## config.mk

```make
export PLATFORM = sky130hd
export DESIGN_NAME = onehot_priority_mux
export DESIGN_NICKNAME = d
export VERILOG_FILES = /design/src/rtl/onehot_priority_mux.sv
export SDC_FILE = /design/constraint.sdc
export NUM_CORES = 1
export LEC_CHECK = 0
export CORE_MARGIN = 2
export CORE_UTILIZATION = 23
export CTS_BUF_LIST = sky130_fd_sc_hd__clkbuf_4 sky130_fd_sc_hd__clkbuf_8
export CTS_CLUSTER_SIZE = 30
export DETAILED_ROUTE_END_ITERATION = 10
export PLACE_DENSITY = 0.85
export SLEW_MARGIN = 20
export SYNTH_ARGS = -nofsm -noshare
export SYNTH_HDL_FRONTEND = slang
export SYNTH_SLANG_ARGS = --single-unit
```

## constraint.sdc

```tcl
create_clock -name clk -period 0.9 [get_ports clk]
set_input_delay 0.18 -clock clk [delete_from_list [all_inputs] [get_ports clk]]
set_output_delay 0.18 -clock clk [all_outputs]
set_load 0.02 [all_outputs]
```

## src/rtl/onehot_priority_mux.sv

```systemverilog
// ============================================================================
// Module   : onehot_priority_mux
// Purpose  : Lowest-index priority arbiter fused with a one-hot AND-OR data
//            mux. Optional sticky winner hold is compiled in when the macro
//            ONEHOT_PRIORITY_STICKY_EN is defined.
// Revision : 1.0 - initial release
// ============================================================================
`default_nettype none

module onehot_priority_mux #(
   parameter int N_INPUTS = 2,
   parameter int W_DATA   = 32
) (
   input  logic                         clk,
   input  logic                         rst_n,
   input  logic                         canchange,
   input  logic [N_INPUTS-1:0]          req,
   input  logic [N_INPUTS*W_DATA-1:0]   din,
   output logic [N_INPUTS-1:0]          gnt,
   output logic [N_INPUTS-1:0]          gnt_q,
   output logic                         any,
   output logic [W_DATA-1:0]            dout
);

   logic [N_INPUTS-1:0] w_prio;
   logic [N_INPUTS-1:0] w_gnt;
   logic [N_INPUTS-1:0] r_gnt_q;
   logic [W_DATA-1:0]   w_dout;

   // Two's-complement trick isolates the lowest set bit of req.
   assign w_prio = req & (~req + {{(N_INPUTS-1){1'b0}}, 1'b1});

`ifdef ONEHOT_PRIORITY_STICKY_EN
   logic w_hold;

   // r_gnt_q is always one-hot or zero, so holding it keeps gnt one-hot.
   assign w_hold = canchange & (|(r_gnt_q & req));
   assign w_gnt  = w_hold ? r_gnt_q : w_prio;
`else
   logic w_unused_canchange;

   assign w_unused_canchange = canchange;
   assign w_gnt              = w_prio;
`endif

   always_comb begin
      w_dout = '0;
      for (int i = 0; i < N_INPUTS; i++) begin
         w_dout = w_dout | (din[i*W_DATA +: W_DATA] & {W_DATA{w_gnt[i]}});
      end
   end

   always_ff @(posedge clk or negedge rst_n) begin
      if (!rst_n) begin
         r_gnt_q <= '0;
      end else begin
         r_gnt_q <= w_gnt;
      end
   end

   assign gnt   = w_gnt;
   assign gnt_q = r_gnt_q;
   assign any   = |req;
   assign dout  = w_dout;

endmodule

`default_nettype wire

```

==> metrics.yaml, run 1 <==
timing:
  slew_headroom_pct: 91.7
  max_freq_mhz: 1000
  rsz0062_at_grt: "yes"
  tightest_slew_ns: 0.125
  setup_viol: 34
  period_minus_slack_ns: 0.998
  setup_tns_ns: -1.30
  fin_crit_sh_pct: 111
  slew_viol_final: 0
  fin_ws_ns: -0.0983
  hold_viol_final: 0
global_routing:
  grt_pass1_wl_um: 4450
  grt_pass1_vias: 1061
  grt_max_degree: 19
  grt_usage_pct: 16.0
  antenna_found_initial: 0
  grt-ovfl-total: 0
logic_synthesis:
  syn_area_per_cell_um2: 6.21
  yosysTopAreaCell: "nand2_1"
  synth_nets: 179
  ys_seq_elements: 2
  synth_flop_cell: "dfrtp_1"
  synth_edf_count: 0
  yosysWarnings: 0
  yosysUniqueCellTypes: 13
  synth.area.top_cells: "nand2_1 (34%), o21ai_2 (27%), buf_6 (9.9%), dfrtp_1 (7.3%), o21ai_1 (5.9%)"
  async_flop_share_pct: 100
  synth_cells: 110
  synth_seq_area_share_pct: 7.33
  synthTopCellsByCount: "nand2_1 (62), o21ai_2 (21), o21ai_1 (8)"
  synth_area_um2: 683
  yosys.cell_count.top_type: "nand2_1"
  yosys.area.top_type_share_pct: 34.1
setup_path:
  crit_arrival_ns: 0.82
  path_class: "in2out"
  cp.required_ns: 0.72
  crit_end: "dout[31]"
  setup.worst_path.end_class: "output pin"
  crit_path_max_fanout: 4
  crit_start: "req[1]"
  cp-start-kind: "primary input"
layout:
  fin_nets: 289
  largest_reg_flops: 2
  area_growth_pct: 175
  antenna_cells: 0
  fillers: 299
  final_area_um2: 1880
  drive_gt1_share_pct: 39.0
placement:
  port_buffers: 104
  gp_congestion: 0.690
  post-dp-hpwl_um: 2170
  place_area_um2: 1720
die:
  ios: 106
  core_area_um2: 2780
  die_y_um: 58.5
  die_area_um2: 3420
  rows: 19
  die_w_um: 58.5
  start_util_pct: 24.6
clock_tree:
  cts_buffers: 3
  cts_tree: "done"
  hold_buffers: 0
  cts_buffer_depth: 2
  path_clk_slew_ns: 0.03
  cts-htree-levels: 1
  cts_root_buf: "clkbuf_4"
  cts.sinks: 2
worst_hold_path:
  min_path_type: "in2async"
drt:
  postRouteAntennaNets: 0
  viasPerCell: 4.47
  drt_iter0_drc: 19
  routed_wl_um: 2860
  avgRoutedWirePerCell_um: 11.5
  drc: 0
  drtPass1Iterations: 4
  vias: 1112
power:
  leakage_nw: 0.967
  power_density_nw_per_um2: 678
  vdd_drop_max_mv: 1.16
run_status:
  violations: "setup timing"
  status: "finished, violations left"
job:
  maxCapViolCount: 0
## layer usage
| layer | global-route usage [%] | up-vias | part of all wire [%] |
|---|---|---|---|
| li1 | - | 572 | - |
| met5 | 0 | - | 0 |
| met2 | 31.1 | 57 | 52 |
| met3 | 5.05 | 0 | 12 |
| met4 | 0.997 | 0 | 0 |
| met1 | 17.3 | 483 | 36 |
## placed cells by master (no fill, tap or decap)
cell and count:
nand2_1 62, clkdlybuf4s50_1 1, buf_16 3, buf_8 2, nor2b_4 1, dlygate4sd2_1 64
o21ai_1 2, buf_2 1, buf_12 3, a22o_1 1, buf_4 5, clkbuf_4 3
clkbuf_16 2, or2_1 1, o21ai_2 29, dfrtp_1 2, buf_6 36
## critical path, stage by stage
cell	delay, ns
buf_8	0.11
buf_6	0.10
nor2b_4	0.11
a22o_1	0.18
buf_6	0.13
## cells by family after synthesis
kind of cell	Yosys count	share of synthesized area (%)
simple gates	64	37.0
buf+inv	12	20.1
flops	2	7.33
compound gates	32	35.5
## through the flow
| stage | std cells | power [mW] | setup WS [ns] | util [%] | hold WS [ns] |
|---|---|---|---|---|---|
| after CTS | 246 | 1.25 | -0.119 | 64.6 | 0.133 |
| after detailed placement | 239 | 1.06 | -1.05 | 61.9 | 0.358 |
| final | 249 | 1.27 | -0.0983 | 67.5 | 0.133 |
| after global placement | 239 | 1.05 | -0.998 | 61.9 | 0.356 |
| after floorplan | 110 | 0.537 | -0.0909 | - | -0.116 |
| after global routing | 249 | 1.37 | -0.122 | 67.5 | 0.133 |
## cell type report
class / count / area [um2] / area share, %
timing repair buffer: 117 / 1240 / 66.1
multi-input combinational: 96 / 526 / 28.0
sequential: 2 / 50.0 / 2.66
tap: 31 / 38.8 / 2.07
clock buffer: 3 / 22.5 / 1.20
## what timing repair did
action                                  4_1_cts  5_1_grt
pin swaps                                    59        1
gates cloned                                  3        2
setup buffers                                 1        1
gates resized for setup                     297        7
endpoints found under the setup margin       37       35
## where the power goes
part           switching, mW  internal, mW
sequential           0.00241        0.0952
clock                 0.0403         0.146
combinational          0.438         0.551
## how the worst min path moves through the flow
stage | start | to | cells past startpoint
after global routing | rst_n | gnt_q[1] | 1
after floorplan | rst_n | gnt_q[0] | 0
final | rst_n | gnt_q[1] | 1
after detailed placement | rst_n | gnt_q[0] | 1
after CTS | rst_n | gnt_q[1] | 1
after global placement | rst_n | gnt_q[0] | 1
Power figures use the tool's default switching activity.
==> run 2: changes to the inputs <==
--- a/config.mk
+++ b/config.mk
@@ -8,9 +8,11 @@
 export CORE_MARGIN = 2
 export CORE_UTILIZATION = 23
 export CTS_BUF_LIST = sky130_fd_sc_hd__clkbuf_4 sky130_fd_sc_hd__clkbuf_8
+export CTS_CLUSTER_DIAMETER = 100
 export CTS_CLUSTER_SIZE = 30
 export DETAILED_ROUTE_END_ITERATION = 10
 export PLACE_DENSITY = 0.85
+export SKIP_CTS_REPAIR_TIMING = 1
 export SLEW_MARGIN = 20
 export SYNTH_ARGS = -nofsm -noshare
 export SYNTH_HDL_FRONTEND = slang
==> run 2 against run 1 <==
The run still ends with setup timing left. Utilization up 7.4 points. Fmax decreased by 2.9%. Global-route usage is 2.0 points lower. Die area unchanged. First-iteration DRC count grew to 2.5 times the previous value. Clock-buffer cell count stayed put. Combinational power grew 4%. Critical endpoint unchanged. Largest power group unchanged. Highest routed layer unchanged.
==> metrics.yaml, run 2 (same netlist as run 1, synthesis figures left out) <==
setup_path:
  setup.worst_path.end_class: "output pin"
  cp-start-kind: "primary input"
  path_class: "in2out"
  crit_start: "req[1]"
  crit_path_max_fanout: 4  # unchanged
  crit_arrival_ns: 0.85  # +0.03 ns
  cp.required_ns: 0.72  # about the same
die:
  die_w_um: 58.5  # unchanged
  start_util_pct: 24.6  # unchanged
  core_area_um2: 2780  # unchanged
  ios: 106  # unchanged
  die_y_um: 58.5  # unchanged
  rows: 19  # unchanged
  die_area_um2: 3420  # unchanged
run_status:
  status: "finished, violations left"
  violations: "setup timing"
power:
  vdd_drop_max_mv: 1.19  # +2.9%
  power_density_nw_per_um2: 632  # -6.9%
  leakage_nw: 1.46  # +50%
placement:
  post-dp-hpwl_um: 2170  # unchanged
  gp_congestion: 0.690  # unchanged
  port_buffers: 104  # unchanged
timing:
  max_freq_mhz: 973  # -2.9%
  hold_viol_final: 0  # unchanged
  period_minus_slack_ns: 1.03  # +0.0293 ns
  rsz0062_at_grt: "yes"
  tightest_slew_ns: 0.222  # +0.0970 ns
  setup_viol: 32  # -5.9%
  setup_tns_ns: -1.69  # -0.391 ns
  slew_headroom_pct: 85.2  # -6.5 points
  whs_ns: 0.133  # -0.000222 ns
  fin_ws_ns: -0.128  # -0.0293 ns
  fin_crit_sh_pct: 114  # +3.3 points
  slew_viol_final: 0  # unchanged
drt:
  drc: 0  # unchanged
  drtPass1Iterations: 4  # unchanged
  viasPerCell: 4.57  # +2.4%
  drt_iter0_drc: 48  # +29
  vias: 1120  # +0.72%
  routed_wl_um: 3220  # +13%
  avgRoutedWirePerCell_um: 13.2  # +15%
  postRouteAntennaNets: 0  # unchanged
global_routing:
  grt_pass1_vias: 960  # -9.5%
  grt_pass1_wl_um: 3960  # -11%
  antenna_found_initial: 0  # unchanged
  grt_max_degree: 36  # +17
  grt-ovfl-total: 0  # unchanged
  grt_usage_pct: 14.0  # -2.0 points
clock_tree:
  path_clk_slew_ns: 0.03  # about the same
  cts_buffers: 3  # unchanged
  cts_root_buf: "clkbuf_4"
  cts.sinks: 2  # unchanged
  cts_tree: "done"
  cts_buffer_depth: 2  # unchanged
  cts-htree-levels: 1  # unchanged
layout:
  fillers: 206  # -31%
  mostFrequentLayoutCell: "dlymetal6s2s_1"
  fin_nets: 285  # -1.4%
  layout_common_cells: "dlymetal6s2s_1 (66), nand2_1 (55), buf_6 (37)"
  antenna_cells: 0  # unchanged
  largest_reg_flops: 2  # unchanged
  area_growth_pct: 205
  drive_gt1_share_pct: 40.7  # +1.7 points
job:
  maxCapViolCount: 0  # unchanged
worst_hold_path:
  min_path_type: "in2async"
==> run 2: cell type report <==
class | instances | area [um2] | area share, %
clock buffers | 3 | 22.5 | 1.08
multi-input cells | 96 | 554 | 26.6
flip-flops and latches | 2 | 50.0 | 2.40
well taps | 31 | 38.8 | 1.86
repair buffers | 113 | 1420 | 68.0
==> run 2: worst max-delay path: stages <==
cell	delay (ns)
buf_8	0.11
buf_6	0.10
nor2b_4	0.12
a22o_1	0.21
buf_6	0.13
==> run 2: report_power, final <==
part           switching [mW]  leakage, nW  internal, mW  total, mW
Sequential            0.00206       0.0245        0.0952     0.0973
Combinational           0.452         1.42         0.580       1.03
Clock                  0.0403       0.0138         0.146      0.187
Total                   0.494         1.46         0.821       1.32
==> run 2: stage by stage <==
step	utilization (%)	total power [mW]	setup slack, ns	cells	instance area [um2]
after floorplan	-	0.537	-0.0909	110	713
after global placement	61.9	1.05	-0.998	239	1720
after detailed placement	61.9	1.06	-1.05	239	1720
after CTS	62.7	1.25	-1.05	242	1740
after global routing	74.9	1.40	-0.158	245	2080
final	74.9	1.32	-0.128	245	2080
==> run 2: how the worst max path moves through the flow <==
stage                     endpoint
after global placement    dout[16]
after floorplan           dout[27]
after CTS                 dout[28]
after detailed placement  dout[28]
after global routing      dout[12]
final                     dout[31]
==> run 2: layer usage <==
| layer | up-vias | share of wire [%] | track usage [%] |
|---|---|---|---|
| met5 | - | 0 | 0 |
| met4 | 0 | 0 | 0.997 |
| met3 | 0 | 10 | 4.40 |
| met2 | 57 | 52 | 26.0 |
| met1 | 500 | 38 | 16.3 |
| li1 | 563 | - | - |
